$ cat src/rtl/mips_id_ex_stage.sv
// ID/EX pipeline register of the 5-stage MIPS core.
// Captures decoded operands and control from ID and presents them to EX.
// Also provides the same-cycle WB->ID bypass, load-use hazard detection with a
// one-cycle bubble, EX back-pressure hold and branch flush.

`ifndef MIPS_DATA_WIDTH
`define MIPS_DATA_WIDTH 32
`endif
`ifndef MIPS_RFIDX_WIDTH
`define MIPS_RFIDX_WIDTH 5
`endif

module mips_id_ex_stage #(
  parameter int CNT_W = 16
) (
  input  logic                          clk,
  input  logic                          rst_n,
  // ID side
  input  logic                          id_valid_i,
  input  logic [`MIPS_DATA_WIDTH-1:0]   id_pc_i,
  input  logic [`MIPS_RFIDX_WIDTH-1:0]  id_rs_idx_i,
  input  logic [`MIPS_RFIDX_WIDTH-1:0]  id_rt_idx_i,
  input  logic [`MIPS_DATA_WIDTH-1:0]   id_rs_dat_i,
  input  logic [`MIPS_DATA_WIDTH-1:0]   id_rt_dat_i,
  input  logic [`MIPS_DATA_WIDTH-1:0]   id_imm_i,
  input  logic [3:0]                    id_alu_op_i,
  input  logic                          id_dest_en_i,
  input  logic [`MIPS_RFIDX_WIDTH-1:0]  id_dest_idx_i,
  input  logic                          id_mem_rd_i,
  input  logic                          id_mem_wr_i,
  // WB write port (same signals that drive the regfile)
  input  logic                          wb_dest_en_i,
  input  logic [`MIPS_RFIDX_WIDTH-1:0]  wb_dest_idx_i,
  input  logic [`MIPS_DATA_WIDTH-1:0]   wb_dest_dat_i,
  // EX handshake
  input  logic                          ex_ready_i,
  input  logic                          ex_flush_i,
  // outputs
  output logic                          id_stall_o,
  output logic                          ex_valid_o,
  output logic [`MIPS_DATA_WIDTH-1:0]   ex_pc_o,
  output logic [`MIPS_DATA_WIDTH-1:0]   ex_rs_dat_o,
  output logic [`MIPS_DATA_WIDTH-1:0]   ex_rt_dat_o,
  output logic [`MIPS_DATA_WIDTH-1:0]   ex_imm_o,
  output logic [`MIPS_RFIDX_WIDTH-1:0]  ex_rs_idx_o,
  output logic [`MIPS_RFIDX_WIDTH-1:0]  ex_rt_idx_o,
  output logic [`MIPS_RFIDX_WIDTH-1:0]  ex_dest_idx_o,
  output logic [3:0]                    ex_alu_op_o,
  output logic                          ex_dest_en_o,
  output logic                          ex_mem_rd_o,
  output logic                          ex_mem_wr_o,
  output logic [CNT_W-1:0]              bubble_cnt_o
);

  localparam int DW = `MIPS_DATA_WIDTH;
  localparam int RW = `MIPS_RFIDX_WIDTH;

  // Contents of the EX slot. valid/dest_en/mem_rd/mem_wr are the control
  // fields that are killed by flush and bubbles; everything else is data.
  typedef struct packed {
    logic          valid;
    logic [DW-1:0] pc;
    logic [RW-1:0] rs_idx;
    logic [RW-1:0] rt_idx;
    logic [DW-1:0] rs_dat;
    logic [DW-1:0] rt_dat;
    logic [DW-1:0] imm;
    logic [3:0]    alu_op;
    logic          dest_en;
    logic [RW-1:0] dest_idx;
    logic          mem_rd;
    logic          mem_wr;
  } ex_slot_t;

  ex_slot_t         slot_q, slot_d;
  ex_slot_t         id_slot;
  logic [CNT_W-1:0] bubble_cnt_q, bubble_cnt_d;
  logic [DW-1:0]    rs_fwd, rt_fwd;
  logic             hz;

  // WB->ID bypass: a regfile write in this same cycle is not yet visible on
  // the read ports, so take it from the write bus. r0 is hard-wired zero.
  always_comb begin
    // NOTE: combinational blocks use blocking '=' and give every output a
    // default first, so no path leaves a signal unassigned and infers a latch.
    rs_fwd = id_rs_dat_i;
    rt_fwd = id_rt_dat_i;
    if (wb_dest_en_i && (wb_dest_idx_i != '0) && (wb_dest_idx_i == id_rs_idx_i))
      rs_fwd = wb_dest_dat_i;
    if (wb_dest_en_i && (wb_dest_idx_i != '0) && (wb_dest_idx_i == id_rt_idx_i))
      rt_fwd = wb_dest_dat_i;
  end

  // Load in EX feeding the instruction in ID. rt is compared even when the
  // ID instruction does not read it; the extra stall is harmless.
  assign hz = id_valid_i & slot_q.valid & slot_q.mem_rd & slot_q.dest_en &
              (slot_q.dest_idx != '0) &
              ((slot_q.dest_idx == id_rs_idx_i) | (slot_q.dest_idx == id_rt_idx_i));

  // A flush discards the ID instruction, so IF/ID must be free to reload.
  assign id_stall_o = ~ex_flush_i & (~ex_ready_i | hz);

  // Instruction as it would enter EX; control zeroed if ID holds nothing.
  always_comb begin
    id_slot          = '0;
    id_slot.valid    = id_valid_i;
    id_slot.pc       = id_pc_i;
    id_slot.rs_idx   = id_rs_idx_i;
    id_slot.rt_idx   = id_rt_idx_i;
    id_slot.rs_dat   = rs_fwd;
    id_slot.rt_dat   = rt_fwd;
    id_slot.imm      = id_imm_i;
    id_slot.alu_op   = id_alu_op_i;
    id_slot.dest_idx = id_dest_idx_i;
    id_slot.dest_en  = id_valid_i & id_dest_en_i;
    id_slot.mem_rd   = id_valid_i & id_mem_rd_i;
    id_slot.mem_wr   = id_valid_i & id_mem_wr_i;
  end

  // Next-state selection: flush > back-pressure hold > bubble > load.
  always_comb begin
    slot_d       = slot_q;
    bubble_cnt_d = bubble_cnt_q;
    if (ex_flush_i) begin
      slot_d.valid   = 1'b0;
      slot_d.dest_en = 1'b0;
      slot_d.mem_rd  = 1'b0;
      slot_d.mem_wr  = 1'b0;
    end else if (!ex_ready_i) begin
      slot_d = slot_q;
    end else if (hz) begin
      slot_d.valid   = 1'b0;
      slot_d.dest_en = 1'b0;
      slot_d.mem_rd  = 1'b0;
      slot_d.mem_wr  = 1'b0;
      if (bubble_cnt_q != '1)
        bubble_cnt_d = bubble_cnt_q + CNT_W'(1);
    end else begin
      slot_d = id_slot;
    end
  end

  // State registers with synchronous active-low reset.
  always_ff @(posedge clk) begin
    // NOTE: sequential state uses non-blocking '<=' so every register
    // samples pre-edge values regardless of statement order.
    if (!rst_n) begin
      slot_q       <= '0;
      bubble_cnt_q <= '0;
    end else begin
      slot_q       <= slot_d;
      bubble_cnt_q <= bubble_cnt_d;
    end
  end

  assign ex_valid_o    = slot_q.valid;
  assign ex_pc_o       = slot_q.pc;
  assign ex_rs_dat_o   = slot_q.rs_dat;
  assign ex_rt_dat_o   = slot_q.rt_dat;
  assign ex_imm_o      = slot_q.imm;
  assign ex_rs_idx_o   = slot_q.rs_idx;
  assign ex_rt_idx_o   = slot_q.rt_idx;
  assign ex_dest_idx_o = slot_q.dest_idx;
  assign ex_alu_op_o   = slot_q.alu_op;
  assign ex_dest_en_o  = slot_q.dest_en;
  assign ex_mem_rd_o   = slot_q.mem_rd;
  assign ex_mem_wr_o   = slot_q.mem_wr;
  assign bubble_cnt_o  = bubble_cnt_q;

endmodule

$ cat config.mk
export PLATFORM = sky130hd
export DESIGN_NAME = mips_id_ex_stage
export DESIGN_NICKNAME = d
export VERILOG_FILES = /design/src/rtl/mips_id_ex_stage.sv
export SDC_FILE = /design/constraint.sdc
export NUM_CORES = 1
export LEC_CHECK = 0
export CORE_AREA = 2 2 139 141
export DETAILED_ROUTE_END_ITERATION = 6
export DIE_AREA = 0 0 141 143
export PLACE_DENSITY_LB_ADDON = 0.08
export SLEW_MARGIN = 20
export SYNTH_ARGS = -nofsm -noshare
export SYNTH_HDL_FRONTEND = slang
export SYNTH_SLANG_ARGS = --single-unit
export TNS_END_PERCENT = 20
$ cat constraint.sdc
create_clock -name clk -period 3.62 [get_ports clk]
set_input_delay 0.724 -clock clk [delete_from_list [all_inputs] [get_ports clk]]
set_output_delay 0.724 -clock clk [all_outputs]
set_load 0.005 [all_outputs]
# --- Yosys cells after proc, flatten, opt, wreduce, memory -nomap -nowiden ---
# Index checks and enable logic that the tools add are counted.
classes:
  addsub: 1
  multipliers: 0
  div_mod_pow: 0
  n_lt_le_gt_ge: 0
  eq_ne: 5
  shifts: 0
  mux: 5
  bitwise: 15
  n_reduce_logical: 8
ops:
  columns: ["operator", "n"]
  rows:
  - ["32-bit 2-to-1 mux", 2]
  - ["5-bit equality test", 4]
  - ["16-bit by 1-bit adder with 16-bit output, second input constant", 1]
  - ["16-bit inequality test, second input constant", 1]
  - ["5-bit nonzero test", 2]
  - ["1-bit AND", 9]
  - ["1-bit inverter", 4]
  - ["4-bit AND reduction", 1]
  - ["1-bit logical AND", 3]
  - ["3-bit AND reduction", 1]
  - ["1-bit 2-to-1 mux", 2]
  - ["2-bit 2-to-1 mux", 1]
  - ["1-bit bitwise OR", 2]
  - ["2-bit OR reduction", 1]
word_totals:
  register_bits: 167
  latchBits: 0
  mem_bits_rw: 0
  romBits: 0
  in_bits: 193
  output_inout_bits: 168
  wordCells: 47
  mem_count: 0

# --- Logic depth before layout (Yosys ltp) ---
# Gate-level depths: netlist of the first run.
depth:
  depth_word: 7
  ltp_mapped: 8
  depth_no_buf: 7

# --- Worst setup path after synthesis of the first run ---
# OpenSTA, ideal clock, no wires.
synth_path:
  path_type: "input to output"
  startpoint: "input id_rs_idx_i[3]"
  endpoint: "output id_stall_o"
  arrival_ns: 1.691
  t_required_ns: 2.896
  setup_slack_ns: 1.205
  path_stages: 6
  n_path_buf: 1
  path_cell_list: "xnor2_1 > nand3_1 > o22ai_1 > nand2_1 > clkbuf_1 > a21oi_1"
synth_via:
  elab_chain_len: 5
synth_lines:
  columns: ["item", "line_no", "rtl"]
  rows:
  - ["start, declared", "21", "input logic [`MIPS_RFIDX_WIDTH-1:0] id_rs_idx_i,"]
  - ["5-bit equality test", "98", "((slot_q.dest_idx == id_rs_idx_i) | (slot_q.dest_idx == id_rt_idx_i));"]
  - ["1-bit bitwise OR", "98", null]
  - ["1-bit AND", "97", "(slot_q.dest_idx != '0) &"]
  - ["1-bit bitwise OR", "101", "assign id_stall_o = ~ex_flush_i & (~ex_ready_i | hz);"]
  - ["1-bit AND", "101", null]
  - ["end, declared", "39", "output logic id_stall_o,"]
# Every way passes these cells.

# --- Worst setup path in the final report of the first run ---
# Ends and elaborated chain as after synthesis.

==> results of run 1 <==
## worst reg2reg max path: cells and delay by family (launching register included)
kind            cells  cell delay (ps)
simple gates        3             1090
flops               1              510
compound gates      2              430
xor+xnor            1              200
## worst paths after layout
check        cells past startpoint  slack (ps)                             to
max                              7         290                     id_stall_o
min                              2         450        ex_pc_o[5]$_SDFFE_PN0P_
max reg2reg                      6        1310  bubble_cnt_o[13]$_SDFFE_PN0P_
min reg2reg                      2         450        ex_pc_o[5]$_SDFFE_PN0P_
## cell families after synthesis
logic type,count (synthesis),synth area share (%)
AOI/OAI and AO/OA,176,15.4
xor gates and xnor gates,22,2.80
adders and majority gates,1,0.182
buffers and inverters,62,3.86
DFF,167,48.6
muxes,68,9.89
and+or+nand+nor,307,19.3
## cells in the mapped netlist (2+ instances only)
| master | instances |
|---|---|
| or2_2 | 2 |
| or3_1 | 3 |
| mux2i_1 | 68 |
| nand2b_1 | 9 |
| xnor2_1 | 17 |
| nor4_1 | 3 |
| dfxtp_1 | 167 |
| nor2_1 | 70 |
| a211oi_1 | 64 |
| clkbuf_1 | 45 |
| nor3_1 | 4 |
| o21ai_0 | 6 |
| nand2_1 | 180 |
| nand4_1 | 14 |
| buf_4 | 3 |
| o31ai_1 | 5 |
| a21oi_1 | 99 |
| xor2_1 | 5 |
| buf_2 | 11 |
| or4_1 | 7 |
| nor4_2 | 2 |
| nand3_1 | 7 |
## power by group
group,total [mW],switching [mW],internal (mW)
Clock,1.89,0.779,1.11
Sequential,1.98,0.0495,1.93
Combinational,0.715,0.278,0.436
Total,4.58,1.11,3.48
## state kept, by name (all words and copies together) (netlist names)
register       count
ex_imm_o          32
ex_dest_en_o       1
ex_alu_op_o        4
ex_pc_o           32
ex_rs_idx_o        5
ex_rs_dat_o       32
ex_rt_dat_o       32
ex_valid_o         1
ex_rt_idx_o        5
ex_mem_wr_o        1
ex_mem_rd_o        1
ex_dest_idx_o      5
bubble_cnt_o      16
## metal layers
layer / wire length (um) / vias to the layer above / track usage [%]
met4: 392 / 0 / 7.95
met1: 9350 / 3075 / 26.2
met3: 2040 / 18 / 8.42
li1: - / 3449 / -
met2: 11900 / 243 / 39.7
met5: 0 / - / 0
## cell type report
type | count | area, um^2 | area share, %
clock buffer | 18 | 439 | 3.87
sequential | 167 | 3340 | 29.5
inverter | 2 | 10.0 | 0.0883
multi-input combinational | 574 | 3300 | 29.1
clock inverter | 13 | 171 | 1.51
tap | 234 | 293 | 2.58
timing repair buffer | 373 | 3780 | 33.3
==> metrics.txt, run 1 <==
TritonCTS Buffers=17; area delta synth->final=64.8%; WL per Instance=17.1 um; top_reg_cell synth=dfxtp_1; Post-Syn Area=6880 um^2; Worst path slowest cell=clkdlybuf4s50_1; required time of the critical path=2900 ps; Crit Path Category=input port to output pin; DP HPWL=17400 um; Post-CTS Hold Fix Bufs=0; first-pass iteration count of the detailed router=5; Worst setup SP type=input port; row count=50; Bufs and invs on worst path=2; share of post-route cells with drive strength above 1=4.62%; run status=finished clean; Design Area, Final=11300 um^2; Setup TNS=0 ps; syn nets=997; Clock Path Buffers=2; final hold violation count=0; Via Count=6785; initial DRC count=371; slew of the pin with the lowest slew margin=874 ps; min Tclk post-route=3330 ps; final setup fails=0; post-synth top area cell=dfxtp_1; VDD IR max=0.326 mV; Max Slew Vio Count=0; Pwr Total=4.58 mW; gpl congestion=0.898; ys async rst share=0%; Die Y=143 um; max frequency=0.300 GHz; Yosys cell types=34; clock-pin slew on the worst setup and hold paths=60 ps; top cell type's share of synthesized area=48.6%; Worst Clk Skew=10.7 ps; Final ANT Viol Nets=0; cts repair resizes=0; fin util=61.0%; largest net degree at the start of global routing=130; Port Buffers=360; Antenna diodes=0; Non-Filler Instances=1381; Yosys warning count=0; most frequent cells in the layout=clkdlybuf4s50_1, nand2_1, dfxtp_1; chip width=141 um; HP Class=flip-flop to flip-flop; Die ar.=20200 um^2; antenna violations before repair=0; Root Driver=clkbuf_16; clock latency at the later pin of the worst-skew pair=420 ps; PD cells=404 nW/um^2; kind of end point of the critical path=output pin; commonest non-fill, non-tap cell in the layout=clkdlybuf4s50_1; ranking of synthesized cells by area=dfxtp_1, mux2i_1, nand2_1; Post-Syn Instances=803; dpl cell area=10700 um^2; number of synthesized flops with an enable pin=0; layout filler cell count=1641; Rel. slew slack=41.7%; MaxCap Viol Count=0; Crit. Startpoint=id_rs_idx_i[3]; post-synthesis register bit count=167; leak pwr=3.82 nW; worst slack at placement=327 ps; CP arrival=2610 ps; global route overflow=0; post-synthesis sequential area ratio=48.6%; Synth Area per Inst=8.57 um^2; clock sinks=167; most numerous cell on the critical path=clkdlybuf4s50_1; CP max stage delay=570 ps; critical path peak fanout=3; Initial Util=37.0%; vias in the first global route=6411; Post-CTS Setup Bufs=0; worst path cell trace=clkdlybuf4s50_1 > xnor2_1 > nand3_1 > o22ai_1 > nand2_1 > a21oi_1 > clkdlybuf4s50_1; H-tree lvl count=4; CP top delay family=buffers and inverters; CTS tree=yes; GRT Total Usage=22.9%; vias per cell=4.91; unrepaired setup endpoints after global routing=no; worst hold slack=453 ps; Residual DRC=0; worst r2r src=ex_dest_idx_o[1]$_SDFFE_PN0P_; Tcrit/Tclk final=92.0%; placed cells=1350; Core ar.=18600 um^2; I/O pin count=361; Final WS setup=291 ps; Nets=1329; first-pass GRT wire length=35800 um; final WL=23600 um; HP Start=ex_pc_o[5]$_SDFFE_PN0P_
Power figures use the tool's default switching activity.
==> run 2: changes to the inputs <==
--- a/config.mk
+++ b/config.mk
@@ -5,6 +5,7 @@
 export SDC_FILE = /design/constraint.sdc
 export NUM_CORES = 1
 export LEC_CHECK = 0
+export CAP_MARGIN = 20
 export CORE_AREA = 2 2 139 141
 export DETAILED_ROUTE_END_ITERATION = 6
 export DIE_AREA = 0 0 141 143
==> results of run 2 <==
The final DEF is identical to that of run 1; final timing and power are the same.
==> run 3: changes to the inputs <==
--- a/config.mk
+++ b/config.mk
@@ -5,10 +5,12 @@
 export SDC_FILE = /design/constraint.sdc
 export NUM_CORES = 1
 export LEC_CHECK = 0
+export ABC_AREA = 1
 export CAP_MARGIN = 20
-export CORE_AREA = 2 2 139 141
+export CORE_ASPECT_RATIO = 2
+export CORE_MARGIN = 2
+export CORE_UTILIZATION = 40
 export DETAILED_ROUTE_END_ITERATION = 6
-export DIE_AREA = 0 0 141 143
 export PLACE_DENSITY_LB_ADDON = 0.08
 export SLEW_MARGIN = 20
 export SYNTH_ARGS = -nofsm -noshare
==> run 3 against run 2 <==
The run now ends with design-rule violations left. Hold slack better by 12 ps. Clock skew hardly changed. Final cell count is 33% higher. First-iteration DRC count is 12% higher. Routed wire length is 24% higher. Synthesized area is 19% higher. Global-route usage is 3.3 points higher. Fmax is 1.5% higher. Die area is 7.7% higher. Largest power group unchanged.
==> metrics.txt, run 3 <==
final hold violation count=0 (unchanged); VDD IR max=0.310 mV (-4.9%); Setup TNS=0 ps (unchanged); CTS tree=yes; post-synthesis register bit count=167 (unchanged); clock-pin slew on the worst setup and hold paths=70 ps (about the same); HP Class=flip-flop to flip-flop; Tcrit/Tclk final=90.6% (-1.4 points); min Tclk post-route=3280 ps (-49.3 ps); Die ar.=21700 um^2 (+7.7%); H-tree lvl count=4 (unchanged); first-pass GRT wire length=45200 um (+26%); post-synthesis sequential area ratio=40.8% (-7.8 points); first-pass iteration count of the detailed router=7 (+2); most frequent cells in the layout=nand2_1, clkdlybuf4s50_1, nor2_1; critical path peak fanout=4 (+1); CP max stage delay=560 ps (about the same); ranking of synthesized cells by area=dfxtp_1, nand2_1, nor2_1; Crit Path Category=input port to output pin; top cell type's share of synthesized area=40.8% (-7.8 points); Core ar.=20300 um^2 (+9.1%); layout filler cell count=1912 (+17%); most frequent cells after synthesis=nand2_1, nor2_1, dfxtp_1; row count=74 (+48%); WL per Instance=16.0 um (-6.8%); max frequency=0.305 GHz (+1.5%); Via Count=9061 (+34%); cts repair resizes=0 (unchanged); Rel. slew slack=57.2% (+15 points); DP HPWL=20900 um (+21%); worst slack at placement=330 ps (+2.77 ps); unrepaired setup endpoints after global routing=no; Post-Syn Area=8190 um^2 (+19%); I/O pin count=361 (unchanged); number of synthesized flops with an enable pin=0 (unchanged); TritonCTS Buffers=17 (unchanged); clock sinks=167 (unchanged); Residual DRC=2 (+2); Post-CTS Hold Fix Bufs=0 (unchanged); Yosys cell types=27 (-21%); Synth Area per Inst=6.59 um^2 (-23%); Root Driver=clkbuf_16; Pwr Total=4.70 mW (+2.6%); Post-CTS Setup Bufs=0 (unchanged); Initial Util=40.4% (+3.4 points); Non-Filler Instances=1836 (+33%); gpl congestion=0.862 (-4.0%); multi-input combinational cell area=4110 um^2 (+24%); top_reg_cell synth=dfxtp_1; vias in the first global route=8610 (+34%); global route overflow=0 (unchanged); run status=complete, but fails checks; required time of the critical path=2900 ps (about the same); Final WS setup=340 ps (+49.3 ps); Bufs and invs on worst path=3 (+1); commonest non-fill, non-tap cell in the layout=nand2_1; antenna violations before repair=3 (+3); MaxCap Viol Count=0 (unchanged); Nets=1749 (+32%); clock latency at the later pin of the worst-skew pair=430 ps (about the same); area delta synth->final=53.2%; Port Buffers=360 (unchanged); Storage cell area=3340 um^2 (unchanged); chip width=105 um (-25%); Worst setup SP type=input port; Yosys warning count=0 (unchanged); Clock Path Buffers=2 (unchanged); failing checks=design-rule violations; syn nets=1437 (+44%); GRT Total Usage=26.3% (+3.3 points); ys async rst share=0% (unchanged); final setup fails=0 (unchanged); slew of the pin with the lowest slew margin=642 ps (-232 ps); worst path cell trace=clkdlybuf4s50_1 > inv_1 > nand2_1 > nand2_1 > nor2_1 > nand3_1 > nand2_2 > nand2_2 > a21oi_1 > clkdlybuf4s50_1; Worst path slowest cell=clkdlybuf4s50_1; final WL=29300 um (+24%); share of post-route cells with drive strength above 1=4.15% (-0.48 points); vias per cell=4.94 (+0.45%); placed cells=1802 (+33%); Worst Clk Skew=11.1 ps (+0.425 ps); r2r setup slk=1250 ps (-60 ps); Post-Syn Instances=1243 (+55%); Final ANT Viol Nets=0 (unchanged); largest net degree at the start of global routing=77 (-41%); initial DRC count=414 (+12%); PD cells=375 nW/um^2 (-7.3%); Max Slew Vio Count=0 (unchanged); leak pwr=5.35 nW (+40%); Die Y=206 um (+44%); top-count cell post-synth=nand2_1; post-synth top area cell=dfxtp_1; CP top delay family=buffers and inverters; CP arrival=2560 ps (-50 ps); kind of end point of the critical path=output pin
[run 3: changes by cell type after synthesis, moves of 64 or more]
| cell | before | now |
|---|---|---|
| a211oi_1 | 64 | 0 |
| a21oi_1 | 99 | 10 |
| nor2_1 | 70 | 194 |
| a21boi_0 | 0 | 76 |
| nand3_1 | 7 | 79 |
| mux2i_1 | 68 | 0 |
| inv_1 | 1 | 92 |
| nand2_1 | 180 | 422 |
| nand4_1 | 14 | 85 |
[run 3: worst paths after layout]
check	from	end	cells after the start
max	id_rs_idx_i[3]	id_stall_o	10
min reg2reg	ex_imm_o[30]$_SDFFE_PN0P_	ex_imm_o[30]$_SDFFE_PN0P_	2
max reg2reg	ex_dest_idx_o[1]$_SDFFE_PN0P_	ex_alu_op_o[2]$_SDFFE_PN0P_	9
min	ex_imm_o[30]$_SDFFE_PN0P_	ex_imm_o[30]$_SDFFE_PN0P_	2
[run 3: layout make-up]
type / instances / share of cell area, %
multi-input combinational: 895 / 32.8
timing repair buffer: 379 / 30.3
sequential: 167 / 26.6
clock buffer: 19 / 3.61
inverter: 95 / 2.84
tap: 266 / 2.65
clock inverter: 13 / 1.16
antenna: 2 / 0.0399
[run 3: power breakdown]
part,internal [mW],switching [mW],total (mW)
clock network,1.06,0.800,1.86
logic,0.470,0.385,0.855
registers,1.93,0.0534,1.98
total,3.46,1.24,4.70
[run 3: worst reg2reg max path, cell delays in order (launching register included)]
cell	delay, ps
dfxtp_1	380
inv_1	160
nand4_1	130
o21bai_1	150
inv_1	100
nand2_2	80
buf_4	400
buf_4	490
nand4_1	160
a21boi_0	220
[run 3: metrics by stage]
stage               instance area (um^2)  hold slack [ps]  utilization [%]
floorplan                           8190              454                -
global placement                   11900              448             58.9
detailed placement                 11900              453             58.9
CTS                                12500              466             61.9
global route                       12500              480             61.9
finish                             12500              464             61.9
[run 3: kinds of logic after synthesis]
| logic type | Yosys count | synth area share (%) |
|---|---|---|
| adders and majority gates | 1 | 0.153 |
| buffers and inverters | 181 | 9.23 |
| AOI/OAI and AO/OA | 93 | 8.10 |
| DFF | 167 | 40.8 |
| xor gates and xnor gates | 12 | 1.28 |
| and+or+nand+nor | 789 | 40.4 |
[run 3: per-layer routing]
layer  share of wire [%]  global-route usage [%]
met1                  37                    28.0
met2                  53                    47.5
met3                 7.1                    7.47
met4                 3.3                    11.9
met5               0.058                       0
